$ cat src/rtl/pwm_decoder_if.sv
// ============================================================================
// Module   : pwm_decoder_if
// Purpose  : PWM input and measurement results shared by the decoder and its
//            consumer.
// Revision : 1.0 - initial release
// ============================================================================
`default_nettype none

interface pwm_decoder_if;
  logic        pwm;
  logic [15:0] high_cnt;
  logic [15:0] period_cnt;
  logic        valid;
  logic        stuck_hi;
  logic        stuck_lo;
  logic [1:0]  state;

  // master: the decoder; slave: whoever drives pwm and consumes results
  modport master (
    input  pwm,
    output high_cnt, period_cnt, valid, stuck_hi, stuck_lo, state
  );

  modport slave (
    output pwm,
    input  high_cnt, period_cnt, valid, stuck_hi, stuck_lo, state
  );
endinterface

`default_nettype wire

$ cat src/rtl/pwm_decoder.sv
// ============================================================================
// Module   : pwm_decoder
// Purpose  : Measures high time and period of a PWM waveform, flags a stuck
//            input. Define PWM_DEC_SYNC_EN to add a two-flop input synchronizer.
// Revision : 1.0 - initial release
// ============================================================================
`default_nettype none

module pwm_decoder #(
  parameter logic [15:0] TIMEOUT = 16'd1000
) (
  input  wire logic     clk,
  input  wire logic     rst,
  pwm_decoder_if.master bus
);

  localparam logic [15:0] C_CNT_MAX = 16'hFFFF;

  typedef enum logic [1:0] {
    IDLE = 2'd0,
    HIGH = 2'd1,
    LOW  = 2'd2
  } state_t;

  state_t      state_q, state_d;
  logic [15:0] hc_q, hc_d;
  logic [15:0] pc_q, pc_d;
  logic [15:0] idle_q, idle_d;
  logic [15:0] high_cnt_q, high_cnt_d;
  logic [15:0] period_cnt_q, period_cnt_d;
  logic        valid_q, valid_d;
  logic        stuck_hi_q, stuck_hi_d;
  logic        stuck_lo_q, stuck_lo_d;
  logic        s_q;
  logic        s;
  logic        rise;
  logic        fall;
  logic        timeout_hit;

  function automatic logic [15:0] sat_inc(input logic [15:0] v);
    return (v == C_CNT_MAX) ? v : v + 16'd1;
  endfunction

`ifdef PWM_DEC_SYNC_EN
  logic [1:0] sync_q;
  always_ff @(posedge clk) begin
    if (rst) sync_q <= 2'b00;
    else     sync_q <= {sync_q[0], bus.pwm};
  end
  assign s = sync_q[1];
`else
  assign s = bus.pwm;
`endif

  assign rise        = s & ~s_q;
  assign fall        = ~s & s_q;
  assign idle_d      = (rise | fall) ? 16'd0 : sat_inc(idle_q);
  assign timeout_hit = ~(rise | fall) && (idle_d == TIMEOUT);

  always_comb begin
    state_d      = state_q;
    hc_d         = hc_q;
    pc_d         = pc_q;
    high_cnt_d   = high_cnt_q;
    period_cnt_d = period_cnt_q;
    valid_d      = 1'b0;
    stuck_hi_d   = stuck_hi_q;
    stuck_lo_d   = stuck_lo_q;

    case (state_q)
      IDLE: begin
        if (rise) begin
          state_d = HIGH;
          hc_d    = 16'd1;
          pc_d    = 16'd1;
        end
      end
      HIGH: begin
        if (fall) begin
          state_d = LOW;
          pc_d    = sat_inc(pc_q);
        end else begin
          hc_d = sat_inc(hc_q);
          pc_d = sat_inc(pc_q);
        end
      end
      LOW: begin
        if (rise) begin
          high_cnt_d   = hc_q;
          period_cnt_d = pc_q;
          valid_d      = 1'b1;
          hc_d         = 16'd1;
          pc_d         = 16'd1;
          state_d      = HIGH;
        end else begin
          pc_d = sat_inc(pc_q);
        end
      end
      default: state_d = IDLE;
    endcase

    // Setting one stuck flag clears the other so they are never both set
    if (rise) begin
      stuck_hi_d = 1'b0;
      stuck_lo_d = 1'b0;
    end else if (timeout_hit) begin
      stuck_hi_d = s;
      stuck_lo_d = ~s;
      state_d    = IDLE;
    end
  end

  always_ff @(posedge clk) begin
    if (rst) begin
      state_q      <= IDLE;
      hc_q         <= 16'd0;
      pc_q         <= 16'd0;
      idle_q       <= 16'd0;
      high_cnt_q   <= 16'd0;
      period_cnt_q <= 16'd0;
      valid_q      <= 1'b0;
      stuck_hi_q   <= 1'b0;
      stuck_lo_q   <= 1'b0;
      s_q          <= 1'b0;
    end else begin
      state_q      <= state_d;
      hc_q         <= hc_d;
      pc_q         <= pc_d;
      idle_q       <= idle_d;
      high_cnt_q   <= high_cnt_d;
      period_cnt_q <= period_cnt_d;
      valid_q      <= valid_d;
      stuck_hi_q   <= stuck_hi_d;
      stuck_lo_q   <= stuck_lo_d;
      s_q          <= s;
    end
  end

  assign bus.high_cnt   = high_cnt_q;
  assign bus.period_cnt = period_cnt_q;
  assign bus.valid      = valid_q;
  assign bus.stuck_hi   = stuck_hi_q;
  assign bus.stuck_lo   = stuck_lo_q;
  assign bus.state      = state_q;

endmodule

`default_nettype wire

$ cat src/flat_wrapper.sv
// flat-port wrapper written by rule: the top's interface ports become plain ports
module pwm_decoder_flat 
#(
  parameter logic [15:0] TIMEOUT = 16'd1000
)
  (clk, rst, bus_pwm, bus_high_cnt, bus_period_cnt, bus_valid, bus_stuck_hi, bus_stuck_lo, bus_state);
  pwm_decoder_if bus_i ();
  input  wire logic clk;
  input  wire logic rst;
  input wire logic [$bits(bus_i.pwm)-1:0] bus_pwm;
  output wire logic [$bits(bus_i.high_cnt)-1:0] bus_high_cnt;
  output wire logic [$bits(bus_i.period_cnt)-1:0] bus_period_cnt;
  output wire logic [$bits(bus_i.valid)-1:0] bus_valid;
  output wire logic [$bits(bus_i.stuck_hi)-1:0] bus_stuck_hi;
  output wire logic [$bits(bus_i.stuck_lo)-1:0] bus_stuck_lo;
  output wire logic [$bits(bus_i.state)-1:0] bus_state;
  assign bus_i.pwm = bus_pwm;
  assign bus_high_cnt = bus_i.high_cnt;
  assign bus_period_cnt = bus_i.period_cnt;
  assign bus_valid = bus_i.valid;
  assign bus_stuck_hi = bus_i.stuck_hi;
  assign bus_stuck_lo = bus_i.stuck_lo;
  assign bus_state = bus_i.state;
  pwm_decoder #(.TIMEOUT(TIMEOUT)) u_core (.clk(clk), .rst(rst), .bus(bus_i));
endmodule
$ cat config.mk
export PLATFORM = sky130hd
export DESIGN_NAME = pwm_decoder_flat
export DESIGN_NICKNAME = d
export VERILOG_FILES = /design/src/rtl/pwm_decoder_if.sv /design/src/rtl/pwm_decoder.sv /design/src/flat_wrapper.sv
export SDC_FILE = /design/constraint.sdc
export NUM_CORES = 1
export LEC_CHECK = 0
export ABC_CLOCK_PERIOD_IN_PS = 2600
export CORE_UTILIZATION = 53
export CTS_BUF_LIST = sky130_fd_sc_hd__clkbuf_8
export CTS_CLUSTER_DIAMETER = 30
export DETAILED_ROUTE_END_ITERATION = 16
export GPL_TIMING_DRIVEN = 0
export PLACE_DENSITY = 0.78
export SKIP_CTS_REPAIR_TIMING = 1
export SYNTH_ARGS = -nofsm -noshare
export SYNTH_HDL_FRONTEND = slang
export SYNTH_SLANG_ARGS = --single-unit
$ cat constraint.sdc
create_clock -name clk -period 2.6 [get_ports clk]
set_input_delay 0.78 -clock clk [delete_from_list [all_inputs] [get_ports clk]]
set_output_delay 0.78 -clock clk [all_outputs]
set_load 0.005 [all_outputs]
==> results.md <==
* Max Slew Vio Count at 0
* Reg2reg end: u_core.bus.stuck_lo$_SDFFE_PP0P_
* Area grow syn2layout at 18.85%
* Placer Congestion at 0.8898
* CTS buffer count at 9
* WL/cell at 12.94 um
* Initial drt markers at 204
* Tcrit/Tclk final at 0.9670
* 1st-pass router iterations at 5
* Worst slew margin at 0.5212
* Top-area cell type share of the netlist area at 0.4465
* Leakage power at 1.534 nW
* Final min period at 2.514 ns
* Pin slew with the least headroom to its limit at 0.7134 ns
* Areal power density over the cells at 488.6 nW/um2
* Die H at 87.30 um
* Crit path DAT at 2.76 ns
* Routed Wire Length at 8072 um
* Flop2flop setup slack at 0.09 ns
* Clock Skews at 0.009292 ns
* Maximum number of pins on one net before global-route repair at 14
* Sequential share of the synthesized area at 0.4465
* Min-Delay Endpoint: u_core.bus.high_cnt[6]$_SDFFE_PP0P_
* Combined area of all synthesized cells at 3856 um2
* Drt drc at 0
* RSZ-0062 raised after global routing: true
* Global-route wire length before repair at 13320 um
* Final nets at 536
* Post-synth cell types at 58
* Most frequent cells after synthesis: nand2_1, dfxtp_1, nor2_1, a21oi_1, clkbuf_1
* Sink Count at 86
* Fillcell total at 609
* Clock slew at reported path FFs at 0.08 ns
* Later-pin clock latency in the skew report at 0.34 ns
* Async SR Flop Fraction at 0
* PortBufs at 38
* Worst VDD drop at 282.1 uV
* Worst-path fanout max at 9
* CTS tree: done
* HPWL after detailed placement at 5761 um
* # rows at 30
* Most frequent cell after synthesis: nand2_1
* Max Clock Freq at 397.7 MHz
* Hold depth at 2
* Initial antenna violation count at 0
* Setup CP Type: flip-flop to flip-flop
* Path depth of the worst reg2reg path at 11
* Setup TNS at 0 ns
* Vias in the first global route at 3029
* Final design utilization at 0.6636
* Synth area leader: dfxtp_1
* Clock buffer depth at 2
* Status: completed
* Worst Slack Setup Final at 0.08576 ns
* Crit path launch type: flip-flop
* H-tree depth at 3
* Reg2reg start: u_core.idle_q[0]$_SDFF_PP0_
* Warnings, synthesis at 0
* Post-synth EDFFs at 0
* Min-delay src: u_core.bus.high_cnt[6]$_SDFFE_PP0P_
* Initial Utilization at 0.5583
* Die area at 7621 um2
* Syn nets at 482
* Post-Syn Area per Cell at 8.205 um2
* Die width at 87.30 um
* Max cap viols at 0
* GRT Residual Overflow at 0
* DR vias at 3400
* Share of cells above drive strength 1 at 0.08144
* Synth Register Bits at 86
* Hold Path Class: flip-flop to flip-flop
* Power Total at 2.240 mW
* Final setup vio count at 0
* Final hold viol count at 0
* Synth Instances at 470
* Placement Setup Slack at -0.8256 ns
* Leading register cell type out of synthesis: dfxtp_1
* Vias/cell at 5.449
* WP data required at 2.84 ns
* ANT nets after route at 0
* # IOs at 40
* Area contributors post-synth: dfxtp_1, nand2_1, a21oi_1
* # diodes at 0
* Gr usage total at 0.2195
* Clock root buffer: clkbuf_8
* Core footprint at 6907 um2
* Crit path capture type: flip-flop
worst max-delay path by stage:
stage | start | end | slack, ns | depth (start not counted)
final | u_core.idle_q[0]$_SDFF_PP0_ | u_core.bus.stuck_lo$_SDFFE_PP0P_ | 0.09 | 11
after global placement | bus_pwm | u_core.hc_q[12]$_SDFFE_PP0P_ | -0.82 | 8
after CTS | bus_pwm | u_core.hc_q[10]$_SDFFE_PP0P_ | -0.45 | 8
after detailed placement | bus_pwm | u_core.hc_q[10]$_SDFFE_PP0P_ | -0.83 | 8
after floorplan | bus_pwm | u_core.bus.stuck_hi$_SDFFE_PP0P_ | 0.06 | 7
after global routing | bus_pwm | u_core.hc_q[9]$_SDFFE_PP0P_ | -0.007 | 8
layer usage:
metal,global-route usage,share of wire,vias to the layer above
met3,0.03412,0.041,10
met5,0,0,-
met4,0.08942,0.013,0
met2,0.3743,0.49,73
li1,-,-,1739
met1,0.2761,0.46,1578
state kept, by name, summed over array words and instances (netlist names), 2 cells and up:
signal and cells:
u_core.pc_q 16, u_core.hc_q 16, u_core.idle_q 16, u_core.bus.period_cnt 16, u_core.bus.state 2, u_core.bus.high_cnt 16
cell families (layout without fill, tap and decap cells):
group                      count (synthesis)  count (layout)  share of synthesized area
AOI/OAI and AO/OA                         85              85                     0.1369
xor gates and xnor gates                  28              28                    0.06360
adders and majority gates                  9               9                    0.02920
buffers and inverters                     37              95                    0.03958
DFF                                       86              86                     0.4465
muxes                                      7               7                    0.01817
and+or+nand+nor                          218             218                     0.2661
worst max-delay path, cell delays in order (launching register included):
cell and delay (ns):
dfxtp_4 0.39, ha_2 0.22, nand4_1 0.10, buf_4 0.19, buf_4 0.14, or4_1 0.50
clkbuf_2 0.18, a32oi_1 0.22, or4_4 0.17, nor4_4 0.04, buf_4 0.15, mux2i_1 0.11
placed cells by master, fill, tap and decap left out, types with 3 or more instances in the layout:
master | synthesis | layout
o21ai_0 | 12 | 12
a21oi_1 | 45 | 45
clkdlybuf4s50_1 | 0 | 37
xor2_1 | 19 | 19
buf_4 | 1 | 6
nor2_1 | 51 | 51
or3_1 | 3 | 3
a311oi_1 | 3 | 3
nand4_1 | 12 | 12
and4_1 | 3 | 3
a31oi_1 | 4 | 4
clkbuf_8 | 0 | 9
clkbuf_1 | 20 | 19
ha_1 | 9 | 7
nand2_1 | 90 | 90
mux2i_1 | 7 | 7
dfxtp_1 | 86 | 83
nor3_1 | 13 | 12
xnor2_1 | 9 | 9
nand3_1 | 19 | 19
inv_1 | 12 | 13
nor4_1 | 5 | 5
and3_1 | 4 | 4
stage by stage:
stage | area, um2 | std cells | hold slack [ns]
finish | 4583 | 624 | 0.4554
global route | 4583 | 624 | 0.4694
CTS | 4513 | 619 | 0.4591
detailed placement | 4357 | 604 | 0.4470
global placement | 4357 | 604 | 0.4416
floorplan | 3856 | 470 | 0.4452
layout make-up:
cell class              instances  area [um2]  share of cell area
flip-flops and latches         86        1728              0.3770
multi-input cells             347        2004              0.4373
repair buffers                 43       420.4             0.09173
clock buffers                   9       123.9             0.02703
well taps                      96       120.1             0.02621
plain buffers                  25       108.9             0.02375
inverters                      12       45.04            0.009828
clock inverters                 6       32.53            0.007098
report_power, final:
part / internal [mW] / switching [mW]
registers: 1.33 / 0.0162
logic: 0.0397 / 0.0780
clock network: 0.332 / 0.448
Note: power is estimated with default switching activity, not from simulation.
